File: src/rtl/conv_pkg.sv
// Shared types and helpers for the layer-1 conv window reader.
// Build option: CONV_ZERO_PAD_EN adds a one-pixel zero border around the image.
package conv_pkg;

  typedef enum logic [2:0] {
    IDLE,
    FETCH,
    WAIT,
    EMIT,
    DONE
  } conv_state_e;

`ifdef CONV_ZERO_PAD_EN
  localparam int PAD = 1;
`else
  localparam int PAD = 0;
`endif

  // Number of window origins along one axis.
  function automatic int out_dim(input int img, input int k, input int stride, input int pad);
    return (img + 2 * pad - k) / stride + 1;
  endfunction

endpackage

File: src/rtl/conv_addr_gen.sv
// Window origin and (i,j) slot counters with read-address generation.
// Build option: CONV_ZERO_PAD_EN (through conv_pkg::PAD) shifts origins to (-1,-1) and flags border slots.
module conv_addr_gen
  import conv_pkg::*;
#(
  parameter int IMG_W  = 8,
  parameter int IMG_H  = 8,
  parameter int K      = 3,
  parameter int STRIDE = 1,
  parameter int ADDR_W = 6
) (
  input  logic                         clk,
  input  logic                         rst_n,
  input  logic                         clr,
  input  logic                         step,
  input  logic                         adv,
  output logic [ADDR_W-1:0]            addr,
  output logic                         in_bounds,
  output logic [$clog2(K*K+1)-1:0]     slot,
  output logic                         last_slot,
  output logic                         last_win
);

  localparam int SW    = $clog2(K * K + 1);
  localparam int CW    = $clog2(IMG_W + IMG_H + 4);
  localparam int OUT_W = out_dim(IMG_W, K, STRIDE, PAD);
  localparam int OUT_H = out_dim(IMG_H, K, STRIDE, PAD);

  localparam logic [CW-1:0] K_MAX  = CW'(K - 1);
  localparam logic [CW-1:0] OX_MAX = CW'(OUT_W - 1);
  localparam logic [CW-1:0] OY_MAX = CW'(OUT_H - 1);

  logic [CW-1:0] i_q, i_d, j_q, j_d, ox_q, ox_d, oy_q, oy_d;

  always_ff @(posedge clk) begin
    if (!rst_n) begin
      i_q  <= '0;
      j_q  <= '0;
      ox_q <= '0;
      oy_q <= '0;
    end else begin
      i_q  <= i_d;
      j_q  <= j_d;
      ox_q <= ox_d;
      oy_q <= oy_d;
    end
  end

  always_comb begin
    i_d  = i_q;
    j_d  = j_q;
    ox_d = ox_q;
    oy_d = oy_q;
    if (clr) begin
      i_d  = '0;
      j_d  = '0;
      ox_d = '0;
      oy_d = '0;
    end else begin
      // j is the inner index; the slot pair wraps to (0,0) after the last slot.
      if (step) begin
        if (j_q == K_MAX) begin
          j_d = '0;
          i_d = (i_q == K_MAX) ? '0 : i_q + 1'b1;
        end else begin
          j_d = j_q + 1'b1;
        end
      end
      if (adv) begin
        if (ox_q == OX_MAX) begin
          ox_d = '0;
          oy_d = oy_q + 1'b1;
        end else begin
          ox_d = ox_q + 1'b1;
        end
      end
    end
  end

  int pix_r, pix_c, pix_a;

  always_comb begin
    pix_r     = int'(oy_q) * STRIDE + int'(i_q) - PAD;
    pix_c     = int'(ox_q) * STRIDE + int'(j_q) - PAD;
    pix_a     = pix_r * IMG_W + pix_c;
    in_bounds = (pix_r >= 0) && (pix_r < IMG_H) && (pix_c >= 0) && (pix_c < IMG_W);
    addr      = in_bounds ? pix_a[ADDR_W-1:0] : '0;
    slot      = SW'(int'(i_q) * K + int'(j_q));
    last_slot = (i_q == K_MAX) && (j_q == K_MAX);
    last_win  = (ox_q == OX_MAX) && (oy_q == OY_MAX);
  end

endmodule

File: src/rtl/conv_window_reader.sv
// Layer-1 memory-read stage: fetches KxK windows in raster order and hands them to the PE.
// Build option: CONV_ZERO_PAD_EN enables a zero border (border slots load 0 without a memory read).
module conv_window_reader
  import conv_pkg::*;
#(
  parameter int IMG_W  = 8,
  parameter int IMG_H  = 8,
  parameter int K      = 3,
  parameter int STRIDE = 1,
  parameter int DATA_W = 8,
  parameter int ADDR_W = 6
) (
  input  logic                    clk,
  input  logic                    rst_n,
  input  logic                    start,
  output logic                    mem_rd_en,
  output logic [ADDR_W-1:0]       mem_addr,
  input  logic [DATA_W-1:0]       mem_rdata,
  output logic [K*K*DATA_W-1:0]   win_data,
  output logic                    win_valid,
  input  logic                    win_ready,
  output logic                    win_last,
  output logic                    done,
  output conv_state_e             dbg_state
);

  localparam int SW = $clog2(K * K + 1);

  // Handshake: a window moves on any cycle where win_valid and win_ready are both high;
  // win_valid stays high and win_data/win_last stay stable until that cycle.

  conv_state_e           state_q, state_d;
  logic [K*K*DATA_W-1:0] win_data_q, win_data_d;
  logic                  pend_q, pend_d;
  logic [SW-1:0]         pend_idx_q, pend_idx_d;
  logic                  pend_pad_q, pend_pad_d;

  logic              clr, step, adv;
  logic [ADDR_W-1:0] gen_addr;
  logic              gen_in_bounds, gen_last_slot, gen_last_win;
  logic [SW-1:0]     gen_slot;

  conv_addr_gen #(
    .IMG_W (IMG_W),
    .IMG_H (IMG_H),
    .K     (K),
    .STRIDE(STRIDE),
    .ADDR_W(ADDR_W)
  ) u_addr_gen (
    .clk      (clk),
    .rst_n    (rst_n),
    .clr      (clr),
    .step     (step),
    .adv      (adv),
    .addr     (gen_addr),
    .in_bounds(gen_in_bounds),
    .slot     (gen_slot),
    .last_slot(gen_last_slot),
    .last_win (gen_last_win)
  );

  always_ff @(posedge clk) begin
    if (!rst_n) begin
      state_q    <= IDLE;
      win_data_q <= '0;
      pend_q     <= 1'b0;
      pend_idx_q <= '0;
      pend_pad_q <= 1'b0;
    end else begin
      state_q    <= state_d;
      win_data_q <= win_data_d;
      pend_q     <= pend_d;
      pend_idx_q <= pend_idx_d;
      pend_pad_q <= pend_pad_d;
    end
  end

  always_comb begin
    state_d    = state_q;
    win_data_d = win_data_q;
    pend_d     = 1'b0;
    pend_idx_d = pend_idx_q;
    pend_pad_d = 1'b0;
    mem_rd_en  = 1'b0;
    mem_addr   = '0;
    win_valid  = 1'b0;
    win_last   = 1'b0;
    done       = 1'b0;
    clr        = 1'b0;
    step       = 1'b0;
    adv        = 1'b0;

    // Read data lags the issue by one cycle, so land it in the slot issued last cycle.
    if (pend_q) begin
      win_data_d[int'(pend_idx_q)*DATA_W +: DATA_W] = pend_pad_q ? '0 : mem_rdata;
    end

    unique case (state_q)
      IDLE: begin
        clr = 1'b1;
        if (start) state_d = FETCH;
      end
      FETCH: begin
        mem_rd_en  = gen_in_bounds;
        mem_addr   = gen_addr;
        pend_d     = 1'b1;
        pend_idx_d = gen_slot;
        pend_pad_d = !gen_in_bounds;
        step       = 1'b1;
        if (gen_last_slot) state_d = WAIT;
      end
      WAIT: begin
        state_d = EMIT;
      end
      EMIT: begin
        win_valid = 1'b1;
        win_last  = gen_last_win;
        if (win_ready) begin
          if (gen_last_win) begin
            state_d = DONE;
          end else begin
            adv     = 1'b1;
            state_d = FETCH;
          end
        end
      end
      DONE: begin
        done = 1'b1;
        if (!start) state_d = IDLE;
      end
      default: state_d = IDLE;
    endcase

    // Dropping start mid-frame discards the partial window and suppresses any transfer this cycle.
    if (!start && (state_q inside {FETCH, WAIT, EMIT})) begin
      state_d    = IDLE;
      win_data_d = '0;
      pend_d     = 1'b0;
      clr        = 1'b1;
      step       = 1'b0;
      adv        = 1'b0;
      mem_rd_en  = 1'b0;
      mem_addr   = '0;
      win_valid  = 1'b0;
      win_last   = 1'b0;
    end
  end

  assign win_data  = win_data_q;
  assign dbg_state = state_q;

endmodule
File: config.mk
export PLATFORM = sky130hd
export DESIGN_NAME = conv_window_reader
export DESIGN_NICKNAME = d
export VERILOG_FILES = /design/src/rtl/conv_pkg.sv /design/src/rtl/conv_addr_gen.sv /design/src/rtl/conv_window_reader.sv
export SDC_FILE = /design/constraint.sdc
export NUM_CORES = 1
export LEC_CHECK = 0
export ABC_AREA = 1
export BUFFER_PORTS_ARGS = -buffer_cell sky130_fd_sc_hd__buf_4
export CAP_MARGIN = 20
export CORE_MARGIN = 3
export CORE_UTILIZATION = 60
export CTS_CLUSTER_DIAMETER = 80
export DETAILED_ROUTE_END_ITERATION = 7
export PLACE_DENSITY_LB_ADDON = 0.12
export SLEW_MARGIN = 20
export SYNTH_ARGS = -nofsm -noshare
export SYNTH_HDL_FRONTEND = slang
export SYNTH_SLANG_ARGS = --single-unit
export TNS_END_PERCENT = 10
File: constraint.sdc
create_clock -name clk -period 6.8 [get_ports clk]
set_input_delay 1.36 -clock clk [delete_from_list [all_inputs] [get_ports clk]]
set_output_delay 1.36 -clock clk [all_outputs]
set_load 0.05 [all_outputs]
# After elaboration in Yosys (flattened, before gate mapping)
# Cells that the tools add are included.
# totals
register_bits,101
latch_bits,0
ramBits,0
mem_bits_ro,0
inputBits,12
output_inout_bits,85
word_cells,83
n_memories,0
# op_classes
n_addsub,9
mul,1
div,0
n_lt_le_gt_ge,4
eq_ne,12
shifts,2
muxes,29
bitwise,1
n_reduce_logical,16
# op_table
op,count
$bwmux W72,1
$shift A8 B33 Y72 const A,1
$shiftx A8 B33 Y72,1
$neg A7 Y33,1
$ge A32 B1 Y1 const B,1
$lt A32 B5 Y1 const B,1
$add A5 B1 Y5 const B,4
$mux W6,3
$mux W1,15
$mux W3,5
$mux W5,3
$pmux W3 S5,1
$add A5 B5 Y6,2
$eq A5 B2 Y1 const B,2
$eq A5 B3 Y1 const B,2
$mux W8,1
$ne A2 B2 Y1 const B,4
$add A6 B6 Y6,1
$eq A3 B2 Y1 const B,2
$ge A6 B1 Y1 const B,1
$logic_and A1 B1 Y1,6
$lt A6 B4 Y1 const B,1
$reduce_and A2 Y1,3
$mul A5 B2 Y4 const B,1
9 further kinds,11

# Longest topological paths before layout
# Gate-level depths: netlist of run 1.
# logic_depth
ltp_word,8
ltp_mapped,13
mapped_depth_nobuf,13

# Hierarchy
# Synthesis of run 1 repeated with hierarchy kept, for this count alone.
# hier_totals
hier_cells,757
area_unflattened_um2,5345.1
# modules_own_cells
module,n_inst,cells_per_inst,area_per_inst_um2,seq_area_each_um2
conv_window_reader,1,533,3588.4,1621.6
conv_addr_gen,1,224,1756.7,400.4

# Least setup slack after synthesis of run 1
# Ideal clock, no wire load.
# synth_timing
path_kind,input to output
start,in start
end,out win_last
arrival_ns,3.096
t_required_ns,5.440
setup_slack_ns,2.344
path_stages,4
path_buffers,0
cell_sequence,inv_1 nand2_1 nor2_1 nor4_1
# synth_via
elab_chain_len,3
# synth_rtl
element,line,rtl
"start, declared",conv_window_reader.sv:15,"input logic start,"
$logic_not A1 Y1,conv_window_reader.sv:135,"if (!start && (state_q inside {FETCH, WAIT, EMIT})) begin"
$logic_and A1 B1 Y1,conv_window_reader.sv:135,
$mux W1,conv_window_reader.sv:135,
"end, declared",conv_window_reader.sv:22,"output logic win_last,"
# No other way between the ends.

# Worst setup path after layout of run 1
# layout_timing
start,reg u_addr_gen.ox_q[0]
end,out mem_addr[5]
# layout_via
elab_chain_len,7
word_cells_on_any_way,9
# layout_rtl
element,line,rtl
"start, declared",conv_addr_gen.sv:33,"logic [CW-1:0] i_q, i_d, j_q, j_d, ox_q, ox_d, oy_q, oy_d;"
"start signal, assigned",conv_addr_gen.sv:39,ox_q <= '0;
"start signal, assigned",conv_addr_gen.sv:44,ox_q <= ox_d;
$add A5 B5 Y6 *,conv_addr_gen.sv:84,pix_c = int'(ox_q) * STRIDE + int'(j_q) - PAD;
$ge A32 B1 Y1,conv_addr_gen.sv:86,in_bounds = (pix_r >= 0) && (pix_r < IMG_H) && (pix_c >= 0) && (pix_c < IMG_W);
$logic_and A1 B1 Y1 (2 in series),conv_addr_gen.sv:86,
$mux W6 *,conv_addr_gen.sv:87,addr = in_bounds ? pix_a[ADDR_W-1:0] : '0;
$mux W6 *,conv_window_reader.sv:98,unique case (state_q)
$mux W6 *,conv_window_reader.sv:135,
"end, declared",conv_window_reader.sv:17,"output logic [ADDR_W-1:0] mem_addr,"
# Mark *: on every way between the ends. The rest lies on a longest branch, timed or not.

==> results of run 1 <==
==> state kept, by name, indices dropped and copies added, names as in the netlist <==
signal,flops
u_addr_gen.ox_q,5
dbg_state,3
pend_pad_q,1
pend_idx_q,4
win_data,72
u_addr_gen.i_q,5
u_addr_gen.oy_q,5
u_addr_gen.j_q,5
pend_q,1
==> cells in the final DEF (no fill, tap or decap), drive strengths merged, types with 2 or more instances in the layout <==
cell type,n
nand3b,3
xor2,7
nor2,195
bufinv,2
a21oi,25
inv,94
fa,6
nand2,165
clkbuf,11
o21ai,18
nand3,101
ha,26
dfxtp,101
nand4,8
clkinv,2
buf,98
nor3,13
xnor2,7
==> per-stage QoR <==
| step | area (um^2) | utilization, % | total power [mW] | hold WS (ns) | worst slack [ns] |
|---|---|---|---|---|---|
| 6_report | 6340 | 75.3 | 1.62 | 0.490 | 2.78 |
| 5_1_grt | 6340 | 75.3 | 1.71 | 0.501 | 2.55 |
| 4_1_cts | 6330 | 75.2 | 1.62 | 0.493 | 2.78 |
| 3_5_place_dp | 6110 | 72.6 | 1.20 | 0.473 | 2.92 |
| 3_3_place_gp | 6110 | 72.5 | 1.18 | 0.465 | 2.97 |
| 2_1_floorplan | 5350 | - | 1.06 | 0.460 | 2.34 |
==> worst max-delay path, stage by stage (launching register included) <==
cell	delay [ns]
dfxtp_1	0.37
ha_1	0.26
fa_1	0.41
nand3_1	0.13
nand3_1	0.10
nand2_1	0.12
inv_1	0.06
fa_1	0.40
xnor2_1	0.13
nor2_1	0.10
buf_4	0.21
==> kinds of logic (layout without fill, tap and decap cells) <==
| group | after synthesis | after routing | synth area share [%] |
|---|---|---|---|
| buffers and inverters | 118 | 208 | 8.72 |
| AO/OA/AOI/OAI | 46 | 46 | 4.44 |
| XOR/XNOR | 14 | 14 | 2.29 |
| adder cells (fa/ha/maj) | 32 | 32 | 8.33 |
| AND/OR/NAND/NOR | 488 | 488 | 38.4 |
| flip-flops | 101 | 101 | 37.8 |
==> area by class of cell <==
class	count	area (um^2)
multi-input combinational	580	2870
fill	688	2080
sequential	101	2020
timing repair buffer	98	736
inverter	94	353
clock buffer	11	141
tap	105	131
clock inverter	5	81.3
==> metal layers <==
layer / vias to the layer above / GRT usage (%) / wire, um
li1: 2679 / - / -
met1: 2396 / 32.5 / 5420
met2: 212 / 48.3 / 6740
met3: 37 / 3.68 / 942
met4: 0 / 14.6 / 541
met5: - / 0 / 0
==> power breakdown <==
part           leakage, nW  internal (mW)  switching [mW]
logic                 2.03          0.136           0.418
registers            0.814          0.612          0.0302
clock network        0.110          0.218           0.207
total                 2.96          0.966           0.655
==> worst min path at each step <==
stage,startpoint,to,slack (ns),cells past startpoint
2_1_floorplan,pend_idx_q[1],pend_idx_q[1],0.46,2
3_3_place_gp,win_data[35],win_data[35],0.46,2
3_5_place_dp,win_data[17],win_data[17],0.47,2
4_1_cts,win_data[67],win_data[67],0.49,2
5_1_grt,win_data[47],win_data[47],0.50,2
6_report,win_data[44],win_data[44],0.49,2
==> summary.md, run 1 <==
| Metric | Value |
|---|---|
| Max-cap violations | 0 |
| Area leader, netlist | dfxtp_1 |
| Post-Syn Area | 5350 um^2 |
| Setup Crit Path Kind | flop to output port |
| Syn avg cell area | roughly 6.7 um^2 |
| Initial DRT Pass Iterations | 5 |
| CTS buffer count | 9 |
| RSZ-0062 raised after global routing | no |
| Worst Path Required | 5.44 ns |
| Syn-to-layout area delta | 18.5% |
| VDD IR-drop max | ~140 uV |
| Via count | 5324 |
| Clock Skew | 0.0174 ns |
| Die Width | 100 um |
| WL final | 13600 um |
| Period utilization | 59.1% |
| Number of flops mapped to enable cells by yosys | 0 |
| Setup_tns | 0 ns |
| Port Buf Inserts | 96 |
| CTS tree | done |
| CTS hold repair buffers | 0 |
| Initial antenna violation count | 0 |
| Final std cells w/o fill | 994 |
| Crit Path Max Fanout | 6 |
| Top-area cell type share of the netlist area | 37.8% |
| Sequential area share after synthesis | 37.8% |
| Syn Inst Count | 799 |
| # clock sinks | 101 |
| Pin count of the biggest net entering global routing | 69 |
| Share of cells above drive strength 1 | 15.0% |
| ANT cells | 0 |
| Clock latency on the worst-skew pair | ~0.37 ns |
| Top post-synthesis cells by area | dfxtp_1 38%, nor2_1 13%, nand2_1 12%, nand3_1 9.4%, inv_1 6.2% |
| Starting Density | 63.5% |
| Cell at the root of the clock tree | clkbuf_8 |
| Status | finished, final reports clean |
| Leakage | 2.96 nW |
| Die Footprint | 10100 um^2 |
| Vias in the first global route | 4838 |
| Synth Net Count | 843 |
| CP Capture Type | output port |
| CP Capture Point | mem_addr[5] |
| Ports | 97 |
| Reg2Reg Setup Slack | about 3.8 ns |
| CTS clk-pin slew, worst paths | approximately 0.1 ns |
| Reg-to-reg startpoint | pend_idx_q[0] |
| RR Endpoint | win_data[50] |
| Placed insts | 978 |
| Drt first-iter violations | 341 |
| Setup crit start | u_addr_gen.ox_q[0] |
| # nets final | between 900 and 1000 |
| Reg2Reg Depth | 10 |
| Vias per cell | between 5 and 6 |
| Wire length per cell | around 14 um |
| Num rows | 33 |
| Final setup violation count | 0 |
| Longest Clk Path Bufs | 2 |
| First-pass GRT wire length | 22400 um |
| Remaining global-route overflow | 0 |
| DRC | 0 |
| Setup bufs post-CTS | 0 |
| Fmax | 0.249 GHz |
| Post-synth top flop | dfxtp_1 |
| Tot GR Track Use | 27.5% |
| Worst Tran Pin Value | 0.975 ns |
| Yosys reg bits | 101 |
| RD Place Congestion | ~0.98 |
| H-tree levels | 3 |
| Post-synthesis cell type count | 30 |
| Cell Pwr Density | 256 nW/um^2 |
| Slew HR | 34.7% |
| CTS resizes | 0 |
| Final hold viol count | 0 |
| Worst EP arrival | 2.66 ns |
| Core ar. | 8420 um^2 |
| Post-DP HPWL | just over 10000 um |
| Hold Path Class | flop to flop |
| Most frequent cell after synthesis | nor2_1 |
| Max-slew violations | 0 |
| Antenna viol nets, final | 0 |
| Final Critical Period | between 4 and 5 ns |
| Ys Warns | 0 |
| Post-synth top cells | 186 x nor2_1, 164 x nand2_1, 101 x dfxtp_1, 100 x nand3_1, 89 x inv_1 |
| CP Launch Type | flop |
| DIE HEIGHT | about 100 um |
| Post-synth ARST share | 0% |
No activity file was read; power rests on OpenSTA's default activity.
==> run 2: changes to the inputs <==
- ABC_AREA: 1 -> 0
- CORE_UTILIZATION: 60 -> 56
- clock period: 6.8 -> 3.8 ns (I/O delays scaled with it)
==> summary.md, run 2 <==
| Metric | Value |
|---|---|
| Status | finished, final reports clean |
| Post-synth top cells | 101 x dfxtp_1, 64 x a21oi_1, 48 x nor2_1, 43 x o21ai_0, 34 x mux2i_1 |
| Period utilization | 96.3% |
| Tot GR Track Use | 24.1% (-3.4 points) |
| Via count | 4417 (-17%) |
| Final hold viol count | 0 (unchanged) |
| Starting Density | 57.9% (-5.6 points) |
| Crit path max-delay family | adder cells |
| Cell at the root of the clock tree | clkbuf_8 |
| Final Critical Period | roughly 3.7 ns |
| Synth Net Count | 609 (-28%) |
| Top-area cell type share of the netlist area | 40.1% (+2.3 points) |
| # clock sinks | 101 (unchanged) |
| CTS tree | done |
| ANT cells | 0 (unchanged) |
| Pin count of the biggest net entering global routing | 41 (-41%) |
| First-pass GRT wire length | 19800 um (-12%) |
| Slew HR | 15.7% (-19 points) |
| Most frequent cell after synthesis | dfxtp_1 |
| Max-cap violations | 0 (unchanged) |
| Vias per cell | 5.84 (+9.1%) |
| Initial antenna violation count | 0 (unchanged) |
| Leakage | 2.48 nW (-16%) |
| Num rows | 34 (+3.0%) |
| Setup bufs post-CTS | 0 (unchanged) |
| Die Footprint | 10200 um^2 (+1.0%) |
| Worst Tran Pin Value | 1.25 ns (+0.271 ns) |
| Post-Syn Area | 5050 um^2 (-5.6%) |
| Crit Path Max Fanout | 5 (-1) |
| Remaining global-route overflow | 0 (unchanged) |
| Post-synth ARST share | 0% (unchanged) |
| Clock latency on the worst-skew pair | 0.37 ns (about the same) |
| Pwr Total | 1.91 mW (+18%) |
| RSZ-0062 raised after global routing | no |
| H-tree levels | 3 (unchanged) |
| Ports | 97 (unchanged) |
| Ys Warns | 0 (unchanged) |
| Post-synth top flop | dfxtp_1 |
| Fmax | 0.273 GHz |
| Yosys reg bits | 101 (unchanged) |
| DRC | 0 (unchanged) |
| Worst path buffer plus inverter count | 1 (-1) |
| WL final | 12400 um (-9.4%) |
| Most frequent cells in the layout | 99 x buf_4, 96 x dfxtp_1, 64 x a21oi_1 |
| Cell Pwr Density | 316 nW/um^2 (+24%) |
| Post-synthesis cell type count | 63 (+110%) |
| CTS clk-pin slew, worst paths | 0.09 ns (about the same) |
| Share of cells above drive strength 1 | 22.4% (+7.4 points) |
| Wire length per cell | 16.3 um (+19%) |
| Area leader, netlist | dfxtp_1 |
| Antenna viol nets, final | 0 (unchanged) |
| Critical-path top delay cell | fa_1 |
| Setup_tns | 0 ns (unchanged) |
| Core ar. | 8720 um^2 (+3.5%) |
| Crit-path cells | ha_1, fa_2, nand3_1, a21boi_0, or2_2, fa_1, xor2_1, xnor2_1, nor3_2, buf_6 |
| Sequential area share after synthesis | 40.1% (+2.3 points) |
| Worst Path Required | 3.04 ns (-2.40 ns) |
| Top post-synthesis cells by area | dfxtp_1 40%, mux2i_1 6.7%, ha_1 6.4%, a21oi_1 6.3%, o21ai_0 4.3% |
| Longest Clk Path Bufs | 2 (unchanged) |
| Setup Crit Path Kind | flop to output port |
| RD Place Congestion | 0.954 (-2.4%) |
| Port Buf Inserts | 96 (unchanged) |
| Clock Skew | 0.00891 ns (-0.00850 ns) |
| Number of flops mapped to enable cells by yosys | 0 (unchanged) |
| CP peak stage delay | 0.41 ns (about the same) |
| Max-slew violations | 0 (unchanged) |
| CP Capture Type | output port |
| Post-DP HPWL | 9160 um (-12%) |
| Syn avg cell area | 8.93 um^2 (+33%) |
| CP Launch Type | flop |
| DIE HEIGHT | 101 um (+0.51%) |
| Multi-input logic area | 2810 um^2 (-2.3%) |
| Final setup violation count | 0 (unchanged) |
| Syn-to-layout area delta | 19.4% |
| # nets final | 688 (-26%) |
| Drt first-iter violations | 211 (-38%) |
| VDD IR-drop max | 192 uV (+36%) |
| Register area | 2030 um^2 (+0.31%) |
| Worst EP arrival | 2.90 ns (+0.24 ns) |
| Commonest non-fill, non-tap cell in the layout | buf_4 |
| CTS buffer count | 9 (unchanged) |
| Initial DRT Pass Iterations | 5 (unchanged) |
| Die Width | 101 um (+0.51%) |
| CTS hold repair buffers | 0 (unchanged) |
| Vias in the first global route | 4158 (-14%) |
| Layout filler cell count | 730 (+6.1%) |
| Hold Path Class | flop to flop |
| Max reg flops | 72 (unchanged) |
| Syn Inst Count | 565 (-29%) |
-- run 2: cell families (layout without fill, tap and decap cells) --
kind of cell,Yosys count,in the layout,share of synthesized area (%)
mux,34,34,6.74
simple gates,199,199,22.8
xor+xnor,11,11,1.91
compound gates,132,132,15.0
fa+ha+maj,32,32,8.83
flops,101,101,40.1
buf+inv,56,139,4.66
-- run 2: worst reg2reg max path: cells and delay by family (launching register included) --
kind	cells	cell delay, ns
fa+ha+maj	1	0.44
buf+inv	1	0.12
compound gates	1	0.15
flops	1	0.62
simple gates	3	1.25
-- run 2: per-stage QoR --
stage          instances  instance area [um^2]  hold slack (ns)  setup slack (ns)  util (%)
6_report             756                  6030            0.461             0.142      69.1
2_1_floorplan        565                  5050            0.466            0.0250         -
5_1_grt              756                  6030            0.486           0.00442      69.1
3_3_place_gp         741                  5800            0.441             0.525      66.5
3_5_place_dp         741                  5800            0.447             0.445      66.5
4_1_cts              756                  6010            0.462           0.00830      69.0
-- run 2: path summary, 6_finish.rpt --
| kind | from | endpoint | slack, ns | cells after the start |
|---|---|---|---|---|
| min | win_data[3] | win_data[3] | 0.46 | 2 |
| min reg2reg | win_data[3] | win_data[3] | 0.46 | 2 |
| max | u_addr_gen.ox_q[0] | mem_addr[5] | 0.14 | 10 |
| max reg2reg | pend_idx_q[0] | win_data[5] | 1.16 | 6 |
-- run 2: timing repair --
action	in CTS	in global routing
hold endpoints to repair	0	0
resized for setup	0	8
endpoints found under the setup margin	0	2
-- run 2: layout make-up --
| type | instances | area share (%) |
|---|---|---|
| Clock buffer | 9 | 2.05 |
| Clock inverter | 6 | 1.45 |
| Multi-Input combinational cell | 408 | 46.6 |
| Tap cell | 108 | 2.24 |
| Timing Repair Buffer | 100 | 12.5 |
| Inverter | 24 | 1.49 |
| Sequential cell | 101 | 33.6 |
-- run 2: layer usage --
metal  up-vias  global-route usage [%]  part of all wire (%)
met1      2101                    28.3                    41
met3        27                    4.50                   4.2
met4         0                    10.8                   3.2
met5         -                       0                     0
li1       2173                       -                     -
met2       116                    42.5                    51
-- run 2: report_power, final --
part / switching (mW) / internal (mW)
Sequential: 0.00536 / 1.06
Clock: 0.369 / 0.369
Combinational: 0.0713 / 0.0318
Total: 0.446 / 1.46
